File: src/rtl/owl_frame_rx.sv
// owl_frame_rx: length-prefixed frame receiver driving an external CRC-16 engine,
// buffering the payload and releasing it downstream only after the residue check passes.
module owl_frame_rx #(
    parameter int   MAX_LEN = 16,
    parameter int   TIMEOUT = 255,
    parameter logic CRC_TYP = 1'b1
) (
    input  logic       clk,
    input  logic       rst,
    input  logic       in_valid,
    input  logic [7:0] in_data,
    output logic       in_ready,
    output logic       crc_en,
    output logic       crc_clr,
    output logic       crc_typ,
    output logic       crc_calcu,
    output logic [7:0] crc_din,
    input  logic       crc_rlt,
    output logic       out_valid,
    output logic [7:0] out_data,
    input  logic       out_ready,
    output logic       frm_done,
    output logic       frm_ok,
    output logic [1:0] frm_err
);
    localparam int          AW      = MAX_LEN > 1 ? $clog2(MAX_LEN) : 1;
    localparam logic [7:0]  MAX_B   = 8'(MAX_LEN);
    localparam logic [15:0] TO_LAST = 16'(TIMEOUT - 1);

    typedef enum logic [2:0] {IDLE, LEN_OK, PAYLOAD, CRC_LO, CRC_HI, CHECK, DRAIN} state_t;

    state_t      state;
    logic [7:0]  len;
    logic [7:0]  idx;
    logic [7:0]  rd;
    logic [15:0] tcnt;
    logic [7:0]  mem [MAX_LEN];
    logic        take;

    assign take    = in_valid && in_ready;
    assign crc_typ = CRC_TYP;

    always_ff @(posedge clk)
        if (state == PAYLOAD && take) mem[idx[AW-1:0]] <= in_data;

    always_ff @(posedge clk or negedge rst) begin
        if (!rst) begin
            state     <= IDLE;
            in_ready  <= 1'b1;
            crc_en    <= 1'b0;
            crc_clr   <= 1'b0;
            crc_calcu <= 1'b0;
            crc_din   <= 8'h00;
            out_valid <= 1'b0;
            out_data  <= 8'h00;
            frm_done  <= 1'b0;
            frm_ok    <= 1'b0;
            frm_err   <= 2'd0;
            len       <= 8'h00;
            idx       <= 8'h00;
            rd        <= 8'h00;
            tcnt      <= 16'h0000;
        end else begin
            crc_calcu <= 1'b0;
            frm_done  <= 1'b0;
            crc_clr   <= 1'b0;
            case (state)
                IDLE: begin
                    in_ready <= 1'b1;
                    crc_en   <= 1'b0;
                    if (take) begin
                        if (in_data == 8'h00 || in_data > MAX_B) begin
                            frm_done <= 1'b1;
                            frm_ok   <= 1'b0;
                            frm_err  <= 2'd1;
                        end else begin
                            len    <= in_data;
                            idx    <= 8'h00;
                            tcnt   <= 16'h0000;
                            crc_en <= 1'b1;
                            state  <= PAYLOAD;
                        end
                    end
                end
                PAYLOAD, CRC_LO, CRC_HI: begin
                    // acceptance is checked first so a byte arriving on the expiry cycle still counts
                    if (take) begin
                        in_ready  <= 1'b0;
                        crc_calcu <= 1'b1;
                        crc_din   <= in_data;
                        tcnt      <= 16'h0000;
                        if (state == PAYLOAD) begin
                            idx <= idx + 8'd1;
                            if (idx + 8'd1 == len) state <= CRC_LO;
                        end else begin
                            state <= state == CRC_LO ? CRC_HI : CHECK;
                        end
                    end else if (tcnt == TO_LAST) begin
                        frm_done <= 1'b1;
                        frm_ok   <= 1'b0;
                        frm_err  <= 2'd3;
                        crc_clr  <= 1'b1;
                        crc_en   <= 1'b0;
                        in_ready <= 1'b1;
                        state    <= IDLE;
                    end else begin
                        in_ready <= 1'b1;
                        tcnt     <= tcnt + 16'd1;
                    end
                end
                CHECK: begin
                    // first CHECK cycle carries the CRC_HI strobe; the residue is valid one cycle later
                    if (!crc_calcu) begin
                        frm_done <= 1'b1;
                        if (crc_rlt) begin
                            frm_ok    <= 1'b1;
                            frm_err   <= 2'd0;
                            out_valid <= 1'b1;
                            out_data  <= mem[0];
                            rd        <= 8'd1;
                            state     <= DRAIN;
                        end else begin
                            frm_ok   <= 1'b0;
                            frm_err  <= 2'd2;
                            crc_clr  <= 1'b1;
                            crc_en   <= 1'b0;
                            in_ready <= 1'b1;
                            state    <= IDLE;
                        end
                    end
                end
                DRAIN: begin
                    if (out_ready) begin
                        if (rd == len) begin
                            out_valid <= 1'b0;
                            crc_clr   <= 1'b1;
                            crc_en    <= 1'b0;
                            in_ready  <= 1'b1;
                            state     <= IDLE;
                        end else begin
                            out_data <= mem[rd[AW-1:0]];
                            rd       <= rd + 8'd1;
                        end
                    end
                end
                default: state <= IDLE;
            endcase
        end
    end
endmodule
File: config.mk
export PLATFORM = sky130hd
export DESIGN_NAME = owl_frame_rx
export DESIGN_NICKNAME = d
export VERILOG_FILES = /design/src/rtl/owl_frame_rx.sv
export SDC_FILE = /design/constraint.sdc
export NUM_CORES = 1
export LEC_CHECK = 0
export CORE_UTILIZATION = 55
export CTS_BUF_LIST = sky130_fd_sc_hd__clkbuf_4 sky130_fd_sc_hd__clkbuf_8 sky130_fd_sc_hd__clkbuf_16
export DETAILED_ROUTE_END_ITERATION = 16
export GPL_TIMING_DRIVEN = 0
export HOLD_SLACK_MARGIN = 0.1
export PLACE_DENSITY = 0.76
export SKIP_LAST_GASP = 1
export SLEW_MARGIN = 25
export SYNTH_ARGS = -nofsm -noshare
export SYNTH_HDL_FRONTEND = slang
export SYNTH_SLANG_ARGS = --single-unit
File: constraint.sdc
create_clock -name clk -period 2.6 [get_ports clk]
set_input_delay 0.52 -clock clk [delete_from_list [all_inputs] [get_ports clk]]
set_output_delay 0.52 -clock clk [all_outputs]
set_load 0.01 [all_outputs]
# Word-level counts from Yosys, hierarchy flattened
# Memories as Yosys holds them, arrays and structs flattened.
# Cells that the tools add are included.
# W data, S select, Z words.
[totals] inputBits=13 ff_bits=68 output_inout_bits=26 memories=1 ram_bits=128
[op_classes] n_reduce_logical=20 magnitude_cmp=1 add_sub_neg=3 muxes=77 eq_ne=24 n_bitwise=1
[memory_table] name="mem" depth=16 word_bits=8 rd=2 rd_ports_with_merged_regs=0 write_ports=1 line_no="37" text="logic [7:0] mem [MAX_LEN];"
[ops] operator="$mux W8" n=12
[ops] operator="$mux W16" n=4
[ops] operator="$pmux W8 S2" n=3
[ops] operator="$mux W1" n=33
[ops] operator="$pmux W16 S2" n=1
[ops] operator="$mux W3" n=10
[ops] operator="$ne A2 B2 Y1 const B" n=13
[ops] operator="$reduce_and A5 Y1" n=4
[ops] operator="$add A16 B1 Y16 const B" n=1
[ops] operator="$add A8 B1 Y8 const B" n=2
[ops] operator="$eq A16 B8 Y1 const B" n=1
[ops] operator="$eq A8 B8 Y1" n=2
[ops] operator="$reduce_and A7 Y1" n=2
[ops] operator="$mux W2" n=6
[ops] operator="$pmux W3 S4" n=1
[ops] operator="$eq A3 B3 Y1 const B" n=3
[ops] operator="$pmux W1 S3" n=3
[ops] operator="$gt A8 B5 Y1 const B" n=1
[ops] operator="$logic_not A8 Y1" n=1
[ops] operator="$pmux W1 S4" n=2
[ops] operator="$eq A3 B2 Y1 const B" n=2
[ops] operator="$ne A3 B3 Y1 const B" n=2
[ops] operator="$pmux W2 S3" n=1
[ops] operator="$reduce_and A6 Y1" n=1
[ops] operator="13 further kinds" n=15

# Logic depth before layout (Yosys ltp)
[depth] word_depth=6 mapped_depth=9 mapped_depth_nobuf=7

# Least setup slack after synthesis
# OpenSTA, ideal clock, no wires.
[synth_timing] path_kind="reg-to-reg" from="register in_ready" to="memory mem[0][0] (enable)" n_path_buf=2 path_slack_ps=157 arrival_time_ps=2060 required_ps=2217 setup_time_ps=383 period_less_slack_ps=2443 path_stages_with_launch=7 cell_sequence="dfstp_2 and2_1 clkbuf_1 and3_1 clkbuf_1 nand2_1 nor3_1"
[synth_via] elab_chain_cells=4
[synth_lines] item="from (decl)" line_no="12" text="output logic in_ready,"
[synth_lines] item="from (signal assigned)" line_no="49" text="in_ready <= 1'b1;"
[synth_lines] item="from (signal assigned)" line_no="69" text="in_ready <= 1'b1;"
[synth_lines] item="from (signal assigned)" line_no="88" text="in_ready <= 1'b0;"
[synth_lines] item="$logic_and A1 B1 Y1" line_no="40" text="assign take = in_valid && in_ready;"
[synth_lines] item="$logic_and A1 B1 Y1" line_no="44" text="if (state == PAYLOAD && take) mem[idx[AW-1:0]] <= in_data;"
[synth_lines] item="$mux W1" line_no="44"
[synth_lines] item="$mux W1 (implied by the code)" line_no="44"
[synth_lines] item="to (decl)" line_no="37"
# Every way passes these cells.

# Worst setup path in the final report
[layout_timing] from="input port in_data[7]" to="register state[1]"
[layout_via] elab_chain_cells=4 word_cells_on_any_way=5 cone_classes="1 x order compare; 1 x eq/ne; 3 x reduce/logical"
[layout_lines] item="from (decl)" line_no="11" text="input logic [7:0] in_data,"
[layout_lines] item="$gt A8 B5 Y1 / $logic_not A8 Y1 (equally long branches)" line_no="72" text="if (in_data == 8'h00 || in_data > MAX_B) begin"
[layout_lines] item="$logic_or A1 B1 Y1 *" line_no="72"
[layout_lines] item="$ne A2 B2 Y1 (no line) *"
[layout_lines] item="$reduce_and A7 Y1 (no line) *"
[layout_lines] item="to (signal assigned)" line_no="96" text="state <= state == CRC_LO ? CRC_HI : CHECK;"
[layout_lines] item="to (decl)" line_no="32" text="state_t state;"
# Every way passes the cells marked *; elsewhere a longest branch is shown, timed or not.
# A chain may end at the register's enable or synchronous reset.

==> run summary <==
Counting every net in the synthesized netlist gives 616. The count of buffers inserted at the top-level ports came out at 37. Final hold analysis gives a worst-case slack of 486.7 ps. The clock tree synthesis step divided the H-tree into 4 levels. The congestion estimate from routability-driven global placement came to 0.8393.

Highest net fanout along the worst path: 18. Flip-flop cell with the highest count after synthesis: sky130_fd_sc_hd__edfxtp_1. In this run the standard cell core region covers 15370 um2.

The Yosys step of the flow raised 0 warnings. For the number of slew-limit violations in the final report, the log shows 0. The area after detailed placement was 9435 um2. The final standard cell area without fillers came out at 10260 um2.

Data on the critical path arrives at its endpoint at 2780 ps. In this run, synthesis inferred 128 flip-flops with an integrated enable. CTS placed an instance of sky130_fd_sc_hd__clkbuf_16 at the clock tree root. After technology mapping, the gate count stands at 596.

For the number of vias after detailed routing, the log shows 5402. Kind of start point of the critical path: an input pin. The tool flagged a number of max-cap violations equal to 0. Dividing the final minimum period by the clock period gives 94.44%.

For the worst-skew pair, the clock arrives at the later sink with an insertion delay of 440 ps. After detailed routing, the total wire length is 18750 um. TritonCTS built the clock tree.

The final design utilization was 66.76%; the standby leakage power was 0.003714 uW. Entering global routing, the biggest net connects 44 pins. For the worst endpoint required time, the log shows 2920 ps. Summing the sequential cell areas from Yosys gives 63.29% of the chip area. The initial utilization of the core area, before any placement, comes to 57.01%. The total global-route track usage was 24.91%; the post-route clock skew was 9.729 ps. The count of state elements after synthesis is 196, and the actual transition at the worst max-transition pin is 904.8 ps. The first global-routing pass estimated 29770 um of wire. 39 I/O pins were placed.

Each instance of the synthesized netlist takes up on average 14.70 um2. For the finished layout, the period the worst path requires is 2455 ps. 0 antenna diodes ended up in the layout. The commonest non-fill, non-tap cell in the layout is sky130_fd_sc_hd__edfxtp_1.

The kind of critical path is input pin to flip-flop. Setup repair after global routing left no endpoint under its margin. The final number of hold-violating endpoints was 0.

The run gives 377 as the violation count after the first detailed-routing iteration. Global routing finished with a remaining overflow of 0. The number of iterations in the first detailed-routing pass was 4. In the final routed layout, each cell accounts on average for 21.25 um. The area of the mapped netlist is 8763 um2, and the TritonCTS sink count is 196. Cells with a size suffix above 1 make up 18.03% of the layout. Counting flops with an async set or reset pin after synthesis yields a share of 34.69%. The width of the die was 128.2 um; the total DRC errors in the routed layout was 0. The via density per instance was 6.125. The type of element capturing the critical path is a flip-flop.

The worst-case IR drop observed on VDD is 0.5647 mV. In this run the power density over the cells is 910.5 nW/um2. The run finished with clean final reports. The top cell types in the final layout, fill and taps aside, are sky130_fd_sc_hd__edfxtp_1 (128), sky130_fd_sc_hd__dfrtp_1 (67), sky130_fd_sc_hd__nor2_1 (35), sky130_fd_sc_hd__clkdlybuf4s50_1 (32), sky130_fd_sc_hd__a21oi_1 (31). The tools report the number of global-route vias before repair as 5303. Once detailed placement completed, the half-perimeter wirelength came to 12440 um. For the final routed database, the setup TNS stands at 0 ps. The clock slew at the register clock pins of the worst setup and hold paths was 70 ps. Worst min-delay path category: flip-flop to flip-flop. For this run, the top clock speed supported by timing is 0.4073 GHz.

The total CTS buffers is 17, and the net count reported at finish is 678. In this run the vertical extent of the chip is 128.2 um. The longest clock path from root to sink contains 2 buffers.

The initial antenna violation count is 0, and the number of rows in the core area is 45. The count of nets left with antenna violations once routing finished came out at 0. Setup violations remaining at the end of the flow were counted as 0.

After synthesis, the netlist uses 67 different library cells. The layout-stage area growth over the synthesis result was 17.09%. The tools report the relative slew slack as 39.28%.

The die covers 16440 um2.
registers in the layout (all words and copies together) (netlist names):
name / cells
frm_err: 2
crc_din: 8
idx: 8
tcnt: 16
state: 3
rd: 8
len: 8
crc_calcu: 1
out_data: 8
in_ready: 1
crc_en: 1
frm_done: 1
out_valid: 1
mem: 128
crc_clr: 1
frm_ok: 1
cells in the mapped netlist, types with 3 or more instances:
cell type,instances,area [um2]
sky130_fd_sc_hd__a21oi_1,31,155.2
sky130_fd_sc_hd__o21a_1,3,22.52
sky130_fd_sc_hd__mux4_2,14,315.3
sky130_fd_sc_hd__and2_1,9,56.30
sky130_fd_sc_hd__and3_1,6,37.54
sky130_fd_sc_hd__xor2_1,10,87.58
sky130_fd_sc_hd__o31ai_1,10,75.07
sky130_fd_sc_hd__and3b_1,3,26.28
sky130_fd_sc_hd__a31oi_1,15,93.84
sky130_fd_sc_hd__xnor2_1,8,70.07
sky130_fd_sc_hd__nand2_1,29,108.9
sky130_fd_sc_hd__nand3_1,15,75.07
sky130_fd_sc_hd__nor2_1,47,176.4
sky130_fd_sc_hd__nor4_1,3,18.77
sky130_fd_sc_hd__nand2b_1,6,37.54
sky130_fd_sc_hd__buf_2,8,40.04
sky130_fd_sc_hd__o21ai_0,13,65.06
sky130_fd_sc_hd__ha_1,7,87.58
sky130_fd_sc_hd__edfxtp_1,128,3844
sky130_fd_sc_hd__inv_1,12,45.04
sky130_fd_sc_hd__mux2_2,21,236.5
sky130_fd_sc_hd__clkbuf_1,18,67.56
sky130_fd_sc_hd__a221oi_1,8,70.07
sky130_fd_sc_hd__nor3_1,12,60.06
sky130_fd_sc_hd__a22o_1,3,26.28
sky130_fd_sc_hd__mux4_1,19,499.2
sky130_fd_sc_hd__mux2i_1,11,110.1
sky130_fd_sc_hd__nand4_1,6,37.54
sky130_fd_sc_hd__dfrtp_1,67,1677
sky130_fd_sc_hd__and4_1,5,43.79
sky130_fd_sc_hd__a21o_1,4,30.03
worst paths after layout:
kind | depth (start not counted) | startpoint | slack, ps | to
max in group asynchronous | 3 | rst | 1460 | in_ready
worst min-delay path | 1 | frm_ok | 490 | frm_ok
worst max register to register | 6 | in_ready | 180 | mem[0][3]
worst min register to register | 1 | frm_ok | 490 | frm_ok
min in group asynchronous | 2 | rst | 530 | tcnt[4]
worst max-delay path | 5 | in_data[7] | 140 | state[1]
report_power, final:
part	internal (uW)	switching (uW)	leakage [uW]
Combinational	1230	1470	0.00138
Sequential	3680	271	0.00205
Clock	1460	1230	0.000290
cells by family (layout without fill, tap and decap cells):
logic type               after synthesis  count (layout)  synth area share (%)
AND/OR/NAND/NOR                      155             155                 9.266
multiplexers                          66              66                 13.38
XOR/XNOR                              19              19                 2.056
other                                  1               1               0.04279
flip-flops                           196             196                 63.29
adder cells (fa/ha/maj)                7               7                0.9994
buffers and inverters                 45             120                 2.713
AO/OA/AOI/OAI                        107             107                 8.253
repair_timing:
item	in CTS	in global routing
setup endpoints to repair	126	150
setup buffers	0	5
pin swaps	0	4
hold buffers	1	0
hold endpoints to repair	25	0
resized for setup	5	31
final cells by class:
type / count / area [um2]
Clock inverter: 15 / 190.2
Buffer: 32 / 188.9
Fill cell: 1038 / 5110
Clock buffer: 17 / 425.4
Inverter: 12 / 45.04
Timing Repair Buffer: 44 / 475.5
Sequential cell: 196 / 5547
Multi-Input combinational cell: 355 / 3126
Tap cell: 211 / 264.0
per-stage QoR:
stage	instances	total power, uW	worst slack, ps
after floorplan	596	5648	157.0
after global placement	844	6448	-1289
after detailed placement	845	6555	-617.1
after CTS	878	9256	-152.7
after global routing	882	9752	39.43
final	882	9343	144.6
worst max-delay path: stages:
cell and delay [ps]:
sky130_fd_sc_hd__clkdlybuf4s50_1 780, sky130_fd_sc_hd__nor3_1 610, sky130_fd_sc_hd__a21boi_2 240, sky130_fd_sc_hd__a211oi_2 270, sky130_fd_sc_hd__mux2_1 340
per-layer routing:
layer / track usage (%) / vias to the layer above / part of all wire [%]
li1: - / 2451 / -
met1: 34.74 / 2740 / 43
met2: 38.95 / 183 / 50
met3: 5.676 / 28 / 5.9
met4: 8.443 / 0 / 1.5
met5: 0 / - / 0
Power figures use the tool's default switching activity.
==> RTL edit: new RTL, same settings <==
Make the reset (`rst`) synchronous in one clocked block.
--- a/src/rtl/owl_frame_rx.sv
+++ b/src/rtl/owl_frame_rx.sv
@@ -43,7 +43,7 @@
     always_ff @(posedge clk)
         if (state == PAYLOAD && take) mem[idx[AW-1:0]] <= in_data;
 
-    always_ff @(posedge clk or negedge rst) begin
+    always_ff @(posedge clk) begin
         if (!rst) begin
             state     <= IDLE;
             in_ready  <= 1'b1;
Function: differs if rst is asserted again (counterexample within 4 cycles, from zero or initial values and one cycle with rst low); with rst held inactive, the same outputs for 4 cycles.
==> RTL edit against the original RTL <==
Setup slack got worse by 54 ps; area after synthesis decreased by 3.5%; sequential cell count increased by 4; routed wire length rose by 1.6%; fmax shrank 2.2%; non-clock buffer count fell by 10; cell area down 5.5%; cell count shrank 0.68%; sequential share of layout area up 0.46 points; critical endpoint is now tcnt[3]; highest routed layer unchanged.
Power is not compared: it rests on default switching activity, and its combinational part moved more than twofold at a synthesized area within 25%.
==> RTL edit: results (changes against the original RTL) <==
- Outcome: complete, no violations (unchanged)
- Tightest Pin Transition: 867 ps (was 905 ps)
- Detailed Place HPWL: 12,900 um (was 12,400 um)
- Routed WL: 19,100 um (was 18,700 um)
- Final GP Congestion: 0.929 (was 0.839)
- TritonRoute pass-1 iters: 5 (was 4)
- Mapped Nets: 641 (was 616)
- IO buf count: 36 (was 37)
- Nets: 699 (was 678)
- Max FO, Critical Path: 19 (was 18)
- Vias per cell: 6.30 (was 6.12)
- Setup Skew: 11.0 ps (was 9.73 ps)
- Cell Area, Placed: 9040 um^2 (was 9440 um^2)
- Vias in the first global route: 5,460 (was 5,303)
- Synthesized area per cell: 13.6 um^2 (was 14.7 um^2)
- Hold Buf Count CTS: 0 (was 1)
- Post-synthesis cell type count: 59 (was 67)
- Layout cells sized above 1: 16.0% (was 18.0%)
- Top cells by area, synth: edfxtp_1, dfxtp_1, mux4_2 (was edfxtp_1, dfrtp_1, mux4_1)
- Synth top cells by count: edfxtp_1, dfxtp_1, nand2_1, nor2_1, mux4_2 (was edfxtp_1, dfrtp_1, nor2_1, a21oi_1, nand2_1)
- Fin cells: 876 (was 882)
- Sequential-to-total area share from yosys stat: 62.5% (was 63.3%)
- Overall Global Routing Usage: 25.4% (was 24.9%)
- Largest net degree at the start of global routing: 21 (was 44)
- Initial DRC Count: 627 (was 377)
[RTL edit: changes by cell type after synthesis, moves of 9 or more]
cell	before	now
and2_1	9	18
dfrtp_1	67	0
dfxtp_1	0	72
mux2_2	21	0
mux4_1	19	0
mux4_2	14	40
nand2_1	29	53
o21ai_0	13	25
o31ai_1	10	1
xor2_1	10	22
[RTL edit: power by group]
part	internal, mW	switching (mW)	total [mW]
registers	3.45	0.0647	3.52
logic	0.254	0.381	0.635
clock network	1.48	1.24	2.71
[RTL edit: final timing paths]
path,end,slack (ps),depth (start not counted)
worst max register to register,out_data[4],170,6
worst min register to register,out_valid,470,2
worst min-delay path,out_valid,470,2
worst max-delay path,tcnt[3],90,8
[RTL edit: final cells by class]
cell class / count / area, um^2
Sequential cell: 200 / 5290
Multi-Input combinational cell: 384 / 3040
Inverter: 10 / 37.5
Fill cell: 1060 / 5060
Buffer: 27 / 133
Timing Repair Buffer: 39 / 364
Tap cell: 184 / 230
Clock inverter: 14 / 176
Clock buffer: 18 / 433
[RTL edit: cells by family after synthesis]
group	Yosys count	synth area share, %
flops	200	62.5
simple gates	193	11.6
compound gates	96	7.08
mux	54	12.3
buf+inv	37	1.97
xor+xnor	33	3.42
fa+ha+maj	7	1.04
other cells	1	0.0444
[RTL edit: worst max-delay path: stages]
cell,delay [ps]
dlygate4sd2_1,470
nor4_2,440
mux2i_2,200
or3_1,370
buf_2,170
nand3_1,270
buf_2,300
nor2_1,80
[RTL edit: metrics by stage]
step                util (%)  setup slack, ps  power [mW]
floorplan                  -              453        3.95
global placement        61.3             -964        4.18
detailed placement      61.3             -988        4.20
CTS                     65.5             41.2        6.86
global route            65.7            -7.58        7.04
finish                  65.7             90.6        6.86
[RTL edit: what timing repair did]
item | 4_1_cts | 5_1_grt
pin swaps | 1 | 1
buffers inserted | 1 | 2
setup endpoints to repair | 41 | 107
gates resized for setup | 12 | 18
[RTL edit: layer usage]
layer	up-vias	routed length, um	GRT usage (%)	share of wire, %
met5	-	0	0	0
li1	2467	-	-	-
met4	0	343	8.65	1.8
met2	241	9220	40.0	48
met1	2771	8060	35.9	42
met3	36	1430	4.55	7.5
